==> config.mk <==
export PLATFORM = sky130hd
export DESIGN_NAME = control_unit
export DESIGN_NICKNAME = d
export VERILOG_FILES = /design/src/rtl/control_unit.sv
export SDC_FILE = /design/constraint.sdc
export NUM_CORES = 1
export LEC_CHECK = 0
export BUFFER_PORTS_ARGS = -buffer_cell sky130_fd_sc_hd__buf_2
export CAP_MARGIN = 20
export CORE_MARGIN = 4
export CORE_UTILIZATION = 32
export CTS_CLUSTER_SIZE = 25
export DETAILED_ROUTE_END_ITERATION = 12
export MAX_ROUTING_LAYER = met4
export REMOVE_ABC_BUFFERS = 1
export SLEW_MARGIN = 30
export SYNTH_ARGS = -nofsm -noshare
export SYNTH_HDL_FRONTEND = slang
export SYNTH_SLANG_ARGS = --single-unit
==> constraint.sdc <==
create_clock -name Clock -period 1.8 [get_ports Clock]
set_clock_uncertainty 0.05 [all_clocks]
set_input_delay 0.09 -clock Clock [delete_from_list [all_inputs] [get_ports Clock]]
set_output_delay 0.09 -clock Clock [all_outputs]
set_load 0.005 [all_outputs]
==> src/rtl/control_unit.sv <==
// control_unit
// Hardwired control sequencer for a simple single-bus CPU datapath. It steps
// through a fetch (T0..T2) and an opcode-specific execute phase (T3..T7),
// with Moore strobes decoded from the current step and the opcode.
//
// Ports
//   Clock      : system clock, rising-edge active
//   Resetn     : synchronous active-low reset
//   IR[31:0]   : instruction register (opcode = IR[31:27])
//   CON_FF     : branch condition from the datapath (used in br T6)
//   Stop       : halt request, honoured only at instruction boundaries
//   Mem_ready  : memory handshake; completes a Read or Write this cycle
//   PCout..CONin : datapath bus / load / select strobes
//   ALU_op[4:0]: ALU operation code
//   Clear      : high in RESET, clears the datapath PC
//   Run        : high in every state except RESET and HALT
module control_unit (
  input  logic        Clock,
  input  logic        Resetn,
  input  logic [31:0] IR,
  input  logic        CON_FF,
  input  logic        Stop,
  input  logic        Mem_ready,
  output logic        PCout,
  output logic        PCin,
  output logic        IncPC,
  output logic        MARin,
  output logic        MDRin,
  output logic        MDRout,
  output logic        Read,
  output logic        Write,
  output logic        IRin,
  output logic        Yin,
  output logic        Zin,
  output logic        Zlowout,
  output logic        Zhighout,
  output logic        HIin,
  output logic        LOin,
  output logic        Gra,
  output logic        Grb,
  output logic        Grc,
  output logic        Rin,
  output logic        Rout,
  output logic        BAout,
  output logic        Cout,
  output logic        CONin,
  output logic [4:0]  ALU_op,
  output logic        Clear,
  output logic        Run
);

  localparam logic [4:0] OP_LD   = 5'b00000;
  localparam logic [4:0] OP_LDI  = 5'b00001;
  localparam logic [4:0] OP_ST   = 5'b00010;
  localparam logic [4:0] OP_ADD  = 5'b00011;
  localparam logic [4:0] OP_SUB  = 5'b00100;
  localparam logic [4:0] OP_AND  = 5'b00101;
  localparam logic [4:0] OP_OR   = 5'b00110;
  localparam logic [4:0] OP_MUL  = 5'b01000;
  localparam logic [4:0] OP_DIV  = 5'b01001;
  localparam logic [4:0] OP_BR   = 5'b10010;
  localparam logic [4:0] OP_HALT = 5'b11011;

  typedef enum logic [3:0] {
    S_RESET, S_T0, S_T1, S_T2, S_T3, S_T4, S_T5, S_T6, S_T7, S_HALT
  } state_t;

  state_t     state, next_state;
  logic [4:0] op_reg;
  logic [4:0] cur_op;
  logic       is_alu, is_muldiv, is_ldi, is_ld, is_st, is_br, is_halt;
  state_t     boundary_state;
  logic       unused_ir_bits;

  // Only the opcode field matters to the sequencer; register fields are
  // decoded by the datapath through Gra/Grb/Grc.
  assign unused_ir_bits = ^IR[26:0];

  // State register.
  always_ff @(posedge Clock) begin
    if (!Resetn) begin
      state <= S_RESET;
    end else begin
      state <= next_state;
    end
  end

  // The opcode is read straight from IR during T3 and frozen at the end of
  // T3, so later IR changes cannot redirect an instruction in flight.
  always_ff @(posedge Clock) begin
    if (!Resetn) begin
      op_reg <= 5'b0;
    end else if (state == S_T3) begin
      op_reg <= IR[31:27];
    end
  end

  assign cur_op = (state == S_T3) ? IR[31:27] : op_reg;

  // Opcode classes; anything not listed falls through to nop behaviour.
  always_comb begin
    is_alu    = (cur_op == OP_ADD) || (cur_op == OP_SUB) ||
                (cur_op == OP_AND) || (cur_op == OP_OR);
    is_muldiv = (cur_op == OP_MUL) || (cur_op == OP_DIV);
    is_ldi    = (cur_op == OP_LDI);
    is_ld     = (cur_op == OP_LD);
    is_st     = (cur_op == OP_ST);
    is_br     = (cur_op == OP_BR);
    is_halt   = (cur_op == OP_HALT);
  end

  // Every end-of-instruction goes through here so Stop is only seen at
  // instruction boundaries.
  assign boundary_state = Stop ? S_HALT : S_T0;

  // Next-state logic.
  always_comb begin
    next_state = state;
    case (state)
      S_RESET: next_state = S_T0;
      S_T0:    next_state = S_T1;
      S_T1:    next_state = Mem_ready ? S_T2 : S_T1;
      S_T2:    next_state = S_T3;
      S_T3: begin
        if (is_halt) begin
          next_state = S_HALT;
        end else if (is_alu || is_muldiv || is_ldi || is_ld || is_st || is_br) begin
          next_state = S_T4;
        end else begin
          next_state = boundary_state;
        end
      end
      S_T4:    next_state = S_T5;
      S_T5:    next_state = (is_alu || is_ldi) ? boundary_state : S_T6;
      S_T6: begin
        if (is_ld) begin
          next_state = Mem_ready ? S_T7 : S_T6;
        end else if (is_st) begin
          next_state = S_T7;
        end else begin
          next_state = boundary_state;
        end
      end
      S_T7: begin
        if (is_st) begin
          next_state = Mem_ready ? boundary_state : S_T7;
        end else begin
          next_state = boundary_state;
        end
      end
      S_HALT:  next_state = S_HALT;
      default: next_state = S_RESET;
    endcase
  end

  // Moore output decode.
  always_comb begin
    PCout = 1'b0; PCin = 1'b0; IncPC = 1'b0; MARin = 1'b0;
    MDRin = 1'b0; MDRout = 1'b0; Read = 1'b0; Write = 1'b0;
    IRin = 1'b0; Yin = 1'b0; Zin = 1'b0; Zlowout = 1'b0; Zhighout = 1'b0;
    HIin = 1'b0; LOin = 1'b0;
    Gra = 1'b0; Grb = 1'b0; Grc = 1'b0; Rin = 1'b0; Rout = 1'b0;
    BAout = 1'b0; Cout = 1'b0; CONin = 1'b0;
    ALU_op = 5'b0;
    Clear = (state == S_RESET);
    Run = (state != S_RESET) && (state != S_HALT);
    case (state)
      S_T0: begin
        PCout = 1'b1; MARin = 1'b1; IncPC = 1'b1; Zin = 1'b1;
      end
      S_T1: begin
        Zlowout = 1'b1; PCin = 1'b1; Read = 1'b1; MDRin = 1'b1;
      end
      S_T2: begin
        MDRout = 1'b1; IRin = 1'b1;
      end
      S_T3: begin
        if (is_alu) begin
          Grb = 1'b1; Rout = 1'b1; Yin = 1'b1;
        end else if (is_muldiv) begin
          Gra = 1'b1; Rout = 1'b1; Yin = 1'b1;
        end else if (is_ldi || is_ld || is_st) begin
          Grb = 1'b1; BAout = 1'b1; Yin = 1'b1;
        end else if (is_br) begin
          Gra = 1'b1; Rout = 1'b1; CONin = 1'b1;
        end
      end
      S_T4: begin
        if (is_alu) begin
          Grc = 1'b1; Rout = 1'b1; Zin = 1'b1; ALU_op = cur_op;
        end else if (is_muldiv) begin
          Grb = 1'b1; Rout = 1'b1; Zin = 1'b1; ALU_op = cur_op;
        end else if (is_ldi || is_ld || is_st) begin
          Cout = 1'b1; Zin = 1'b1; ALU_op = OP_ADD;
        end else if (is_br) begin
          PCout = 1'b1; Yin = 1'b1;
        end
      end
      S_T5: begin
        if (is_alu || is_ldi) begin
          Zlowout = 1'b1; Gra = 1'b1; Rin = 1'b1;
        end else if (is_muldiv) begin
          Zlowout = 1'b1; LOin = 1'b1;
        end else if (is_ld || is_st) begin
          Zlowout = 1'b1; MARin = 1'b1;
        end else if (is_br) begin
          Cout = 1'b1; Zin = 1'b1; ALU_op = OP_ADD;
        end
      end
      S_T6: begin
        if (is_muldiv) begin
          Zhighout = 1'b1; HIin = 1'b1;
        end else if (is_ld) begin
          Read = 1'b1; MDRin = 1'b1;
        end else if (is_st) begin
          Gra = 1'b1; Rout = 1'b1; MDRin = 1'b1;
        end else if (is_br) begin
          Zlowout = 1'b1; PCin = CON_FF;
        end
      end
      S_T7: begin
        if (is_ld) begin
          MDRout = 1'b1; Gra = 1'b1; Rin = 1'b1;
        end else if (is_st) begin
          Write = 1'b1;
        end
      end
      default: ;
    endcase
  end

endmodule

After elaboration in Yosys (flattened, before gate mapping). Index checks and enable logic that the tools add are counted.

Equal/unequal tests: 20. Mux-type cells: 83. Reductions and logical operators: 17.

Operators with widths (number): two-way mux 1 bit (50); case mux 4 bit (10 select lines) (1); two-way mux 4 bit (9); case mux 1 bit (2 select lines) (10); == test 4 x 3 -> 1 bit, second input constant (4); == test 5 x 3 -> 1 bit, second input constant (3); two-way mux 5 bit (3); logical OR 1 bit (13); == test 5 x 2 -> 1 bit, second input constant (2); == test 5 x 4 -> 1 bit, second input constant (2); == test 5 bit, second input constant (2); two-way mux 2 bit (5); case mux 5 bit (2 select lines) (1); case mux 1 bit (3 select lines) (3); == test 4 x 2 -> 1 bit, second input constant (2); == test 4 bit, second input constant (2); == test 5 x 1 -> 1 bit, second input constant (1); zero test 5 bit (1); == test 4 x 1 -> 1 bit, second input constant (1); zero test 4 bit (1); != test 4 bit, second input constant (1); case mux 1 bit (4 select lines) (1); nonzero test 4 bit (1); logical AND 1 bit (1).

Flip-flop bits (word level): 9. Bits of input ports: 37. Output and inout port bits: 30. Logic and storage cells: 122.

Depth between registers and ports, before layout.
Depth after elaboration: 14. Mapped depth: 7. Gate-level depth less buffers: 5.

Worst setup path after synthesis. OpenSTA, ideal clock, no wires.

Kind: register to output. Start: register state[3]. End: output Rout. Data arrival time: 1853 ps. Data required time: 1660 ps. Path slack: -193 ps. Stages on the path, launching flop included: 7. Buffers on the path: 1. Path through: dfxtp_1 > buf_6 > nor4b_4 > mux2_4 > a21o_1 > o221a_1 > o31ai_2.

Longest elaborated chain between the ends: 9. Elaborated cells between the ends (all ways): 30. Those cells by class: eq/ne (12); mux (11); reduce/logical (7).

RTL lines: start: declaration (line 68) `state_t state, next_state;`; start signal: assignment (line 84) `state <= next_state;`; == test 4 x 3 -> 1 bit (line 98, 167); two-way mux 5 bit; == test 5 x 1 -> 1 bit or zero test 5 bit (tied branches) (line 105, 106); logical OR 1 bit (2 in a row) (line 182) `end else if (is_ldi || is_ld || is_st) begin`; two-way mux 1 bit; two-way mux 1 bit (line 180) `end else if (is_muldiv) begin`; two-way mux 1 bit (line 178) `if (is_alu) begin`; case mux 1 bit (3 select lines) * (line 167) `case (state)`; end: declaration (line 43) `output logic Rout,`.

Mark *: on every way between the ends. The rest lies on a longest branch, timed or not.

Worst setup path after layout. Ends and elaborated chain as after synthesis.

==> results.cfg <==
[synth]
synth_area_sq_mm = 0.00122
synth_edf_count = 0
synthDistinctLibCells = 48
async_flop_share_pct = 0
yosys_warnings = 0
synth.avg_cell_area_sq_um = 6.69
syn_inst = 182
ys_seq_elements = 9
yosysSeqAreaShare_pct = 14.8
ys.flop_type = dfxtp_1

[grt]
grt_max_degree = 20
grt_use_total_pct = 18.9
grt_pass1_vias = 1538
grt_overflow = 0
grt_pass1_wl_mm = 7.41
antenna_found_initial = 0

[place]
portBuffers = 38
globalplace.congestion = 0.929
dp.final_hpwl_mm = 3.32
place_inst = 280

[clock_network]
clockBufferDepth = 2
clk_latency_ns = 0.24
cts_root_buf = clkbuf_8
clkSinkCount = 9
cts_max_level = 1
cts_tree = done
numCtsBuffers = 3
clk_pin_slew_ns = 0.05

[power]
p_per_area_mw_per_mm2 = 430
p_leak_nw = 0.831
ir_worst_vdd_mv = 0.197

[sta]
worst_pin_slew_ns = 0.509
setup_violations = 29
layout_min_cycle_time_ns = 2.22
slew_viol_final = 0
hold_slack_ns = 0.133
rsz0062_at_grt = yes
slew_headroom_pct = 65.6
max_freq_mhz = 450
fin_crit_sh_pct = 123
hold_viol_final = 0
timing.final.ws_setup_ns = -0.420

[critical_path]
cp_slowest_cell = or4b_4
cp_max_fo = 9
crit_buf_inv = 2
path_class = reg2out
endpoint_kind = output port
crit_required_ns = 1.66
cp_cell_sequence = or4b_4, buf_6, nor3_4, a21oi_2, o221a_1, o31ai_2, buf_2
path_delay_family = simple AND/OR/NAND/NOR gates
slowest_delay_ns = 0.56
crit_arrival_ns = 2.08
setup.worst_path.start_class = flip-flop

[layout]
largest_reg_flops = 5
drive_gt1_share_pct = 44.9
nNetsFinal = 285
areaGrowthSynthToFinish_pct = 51.9
final_cells = 295
antenna_cells = 0

[route]
antenna_left = 0
first_pass_iters = 4
viasPerCell = 5.52
num_vias = 1629
drt-initial-drc-count = 88
wire_per_inst_um = 15.6
drc = 0
wl_mm = 4.59

[worst_hold_path]
hp-class = in2reg

[floorplanning]
io_pins = 67
die_y_um = 69.7
core.rowCount = 22
die_area_sq_mm = 0.00486
die_w_um = 69.7
start_util_pct = 33.3
core-area_sq_mm = 0.00366

[flow_run]
drv_cap = 0

[run_status]
violations = setup timing
status = finished with violations
-- logic make-up after synthesis --
logic type	Yosys count	share of synthesized area (%)
compound gates	53	30.1
xor+xnor	3	2.16
buf+inv	25	10.3
flops	9	14.8
mux	5	4.83
other cells	1	0.308
simple gates	86	37.5
-- cells in the mapped netlist, types with 4 or more instances --
cell	number	area, sq um
o211ai_1	4	30.0
nor3_1	7	35.0
clkbuf_1	9	33.8
o21ai_0	7	35.0
a21oi_1	16	80.1
nand3_1	7	35.0
nor4_1	6	37.5
nor2_1	21	78.8
nand2_1	20	75.1
buf_4	4	30.0
inv_1	8	30.0
nand2b_1	8	50.1
dfxtp_1	9	180
-- metal layers --
layer  track usage, %  part of all wire, %  wire, um  vias up
li1                 -                    -         -      787
met1             23.7                   46      2110      771
met2             30.6                   46      2100       62
met3             3.33                  6.4       292        9
met4             6.38                  1.9        89        0
met5                -                    0         0        -
-- path summary, 6_finish.rpt --
check	startpoint	slack, ns	cells after the start	endpoint
max reg2reg	state[3]	-0.26	10	state[3]
min	Resetn	0.13	2	op_reg[1]
min reg2reg	op_reg[3]	0.52	2	op_reg[3]
max	state[3]	-0.42	7	Rout
-- metrics by stage --
stage | setup WS, ns | utilization (%) | cell area, sq um | setup TNS [ns] | power, mW
finish | -0.420 | 50.5 | 1850 | -7.10 | 0.796
global route | -0.508 | 50.5 | 1850 | -9.79 | 0.841
CTS | -0.394 | 48.6 | 1780 | -6.35 | 0.779
detailed placement | -0.226 | 43.4 | 1590 | -1.64 | 0.507
global placement | -0.197 | 43.4 | 1590 | -1.63 | 0.506
floorplan | -0.478 | - | 1120 | -6.50 | 0.372
-- what timing repair did --
item                       4_1_cts  5_1_grt
pin swaps                        8        8
gates resized for setup         21       12
hold endpoints to repair         0        0
hold buffers                     0        0
setup endpoints to repair       29       29
buffers inserted                 8        4
-- cell type report --
cell class | count | area, sq um
fill | 374 | 1810
sequential | 9 | 188
inverter | 8 | 30.0
multi-input combinational | 148 | 1030
tap | 48 | 60.1
timing repair buffer | 78 | 498
clock buffer | 4 | 45.0
-- report_power, final --
group	internal (mW)	switching, mW	total (mW)
registers	0.210	0.0140	0.224
logic	0.141	0.184	0.325
clock network	0.155	0.0910	0.246
total	0.507	0.289	0.796
-- cells in the final DEF (no fill, tap or decap), types with 2 or more instances in the layout --
cell      instances
a21boi_0          3
a21o_1            3
a21oi_1          13
a21oi_2           3
a31oi_1           2
a32o_1            2
and2_1            2
buf_2            38
buf_4            38
buf_6             2
clkbuf_8          3
dfxtp_1           3
dfxtp_2           6
inv_1             8
mux2i_1           2
mux2i_2           2
nand2_1          19
nand2b_1          8
nand3_1           7
nand3b_1          3
nor2_1           20
nor2b_1           3
nor3_1            3
nor3_2            2
nor3_4            3
nor4_1            5
o211ai_1          4
o21ai_0           5
o221ai_1          2
o31ai_1           3
xnor2_1           3
Note: power is estimated with default switching activity, not from simulation.
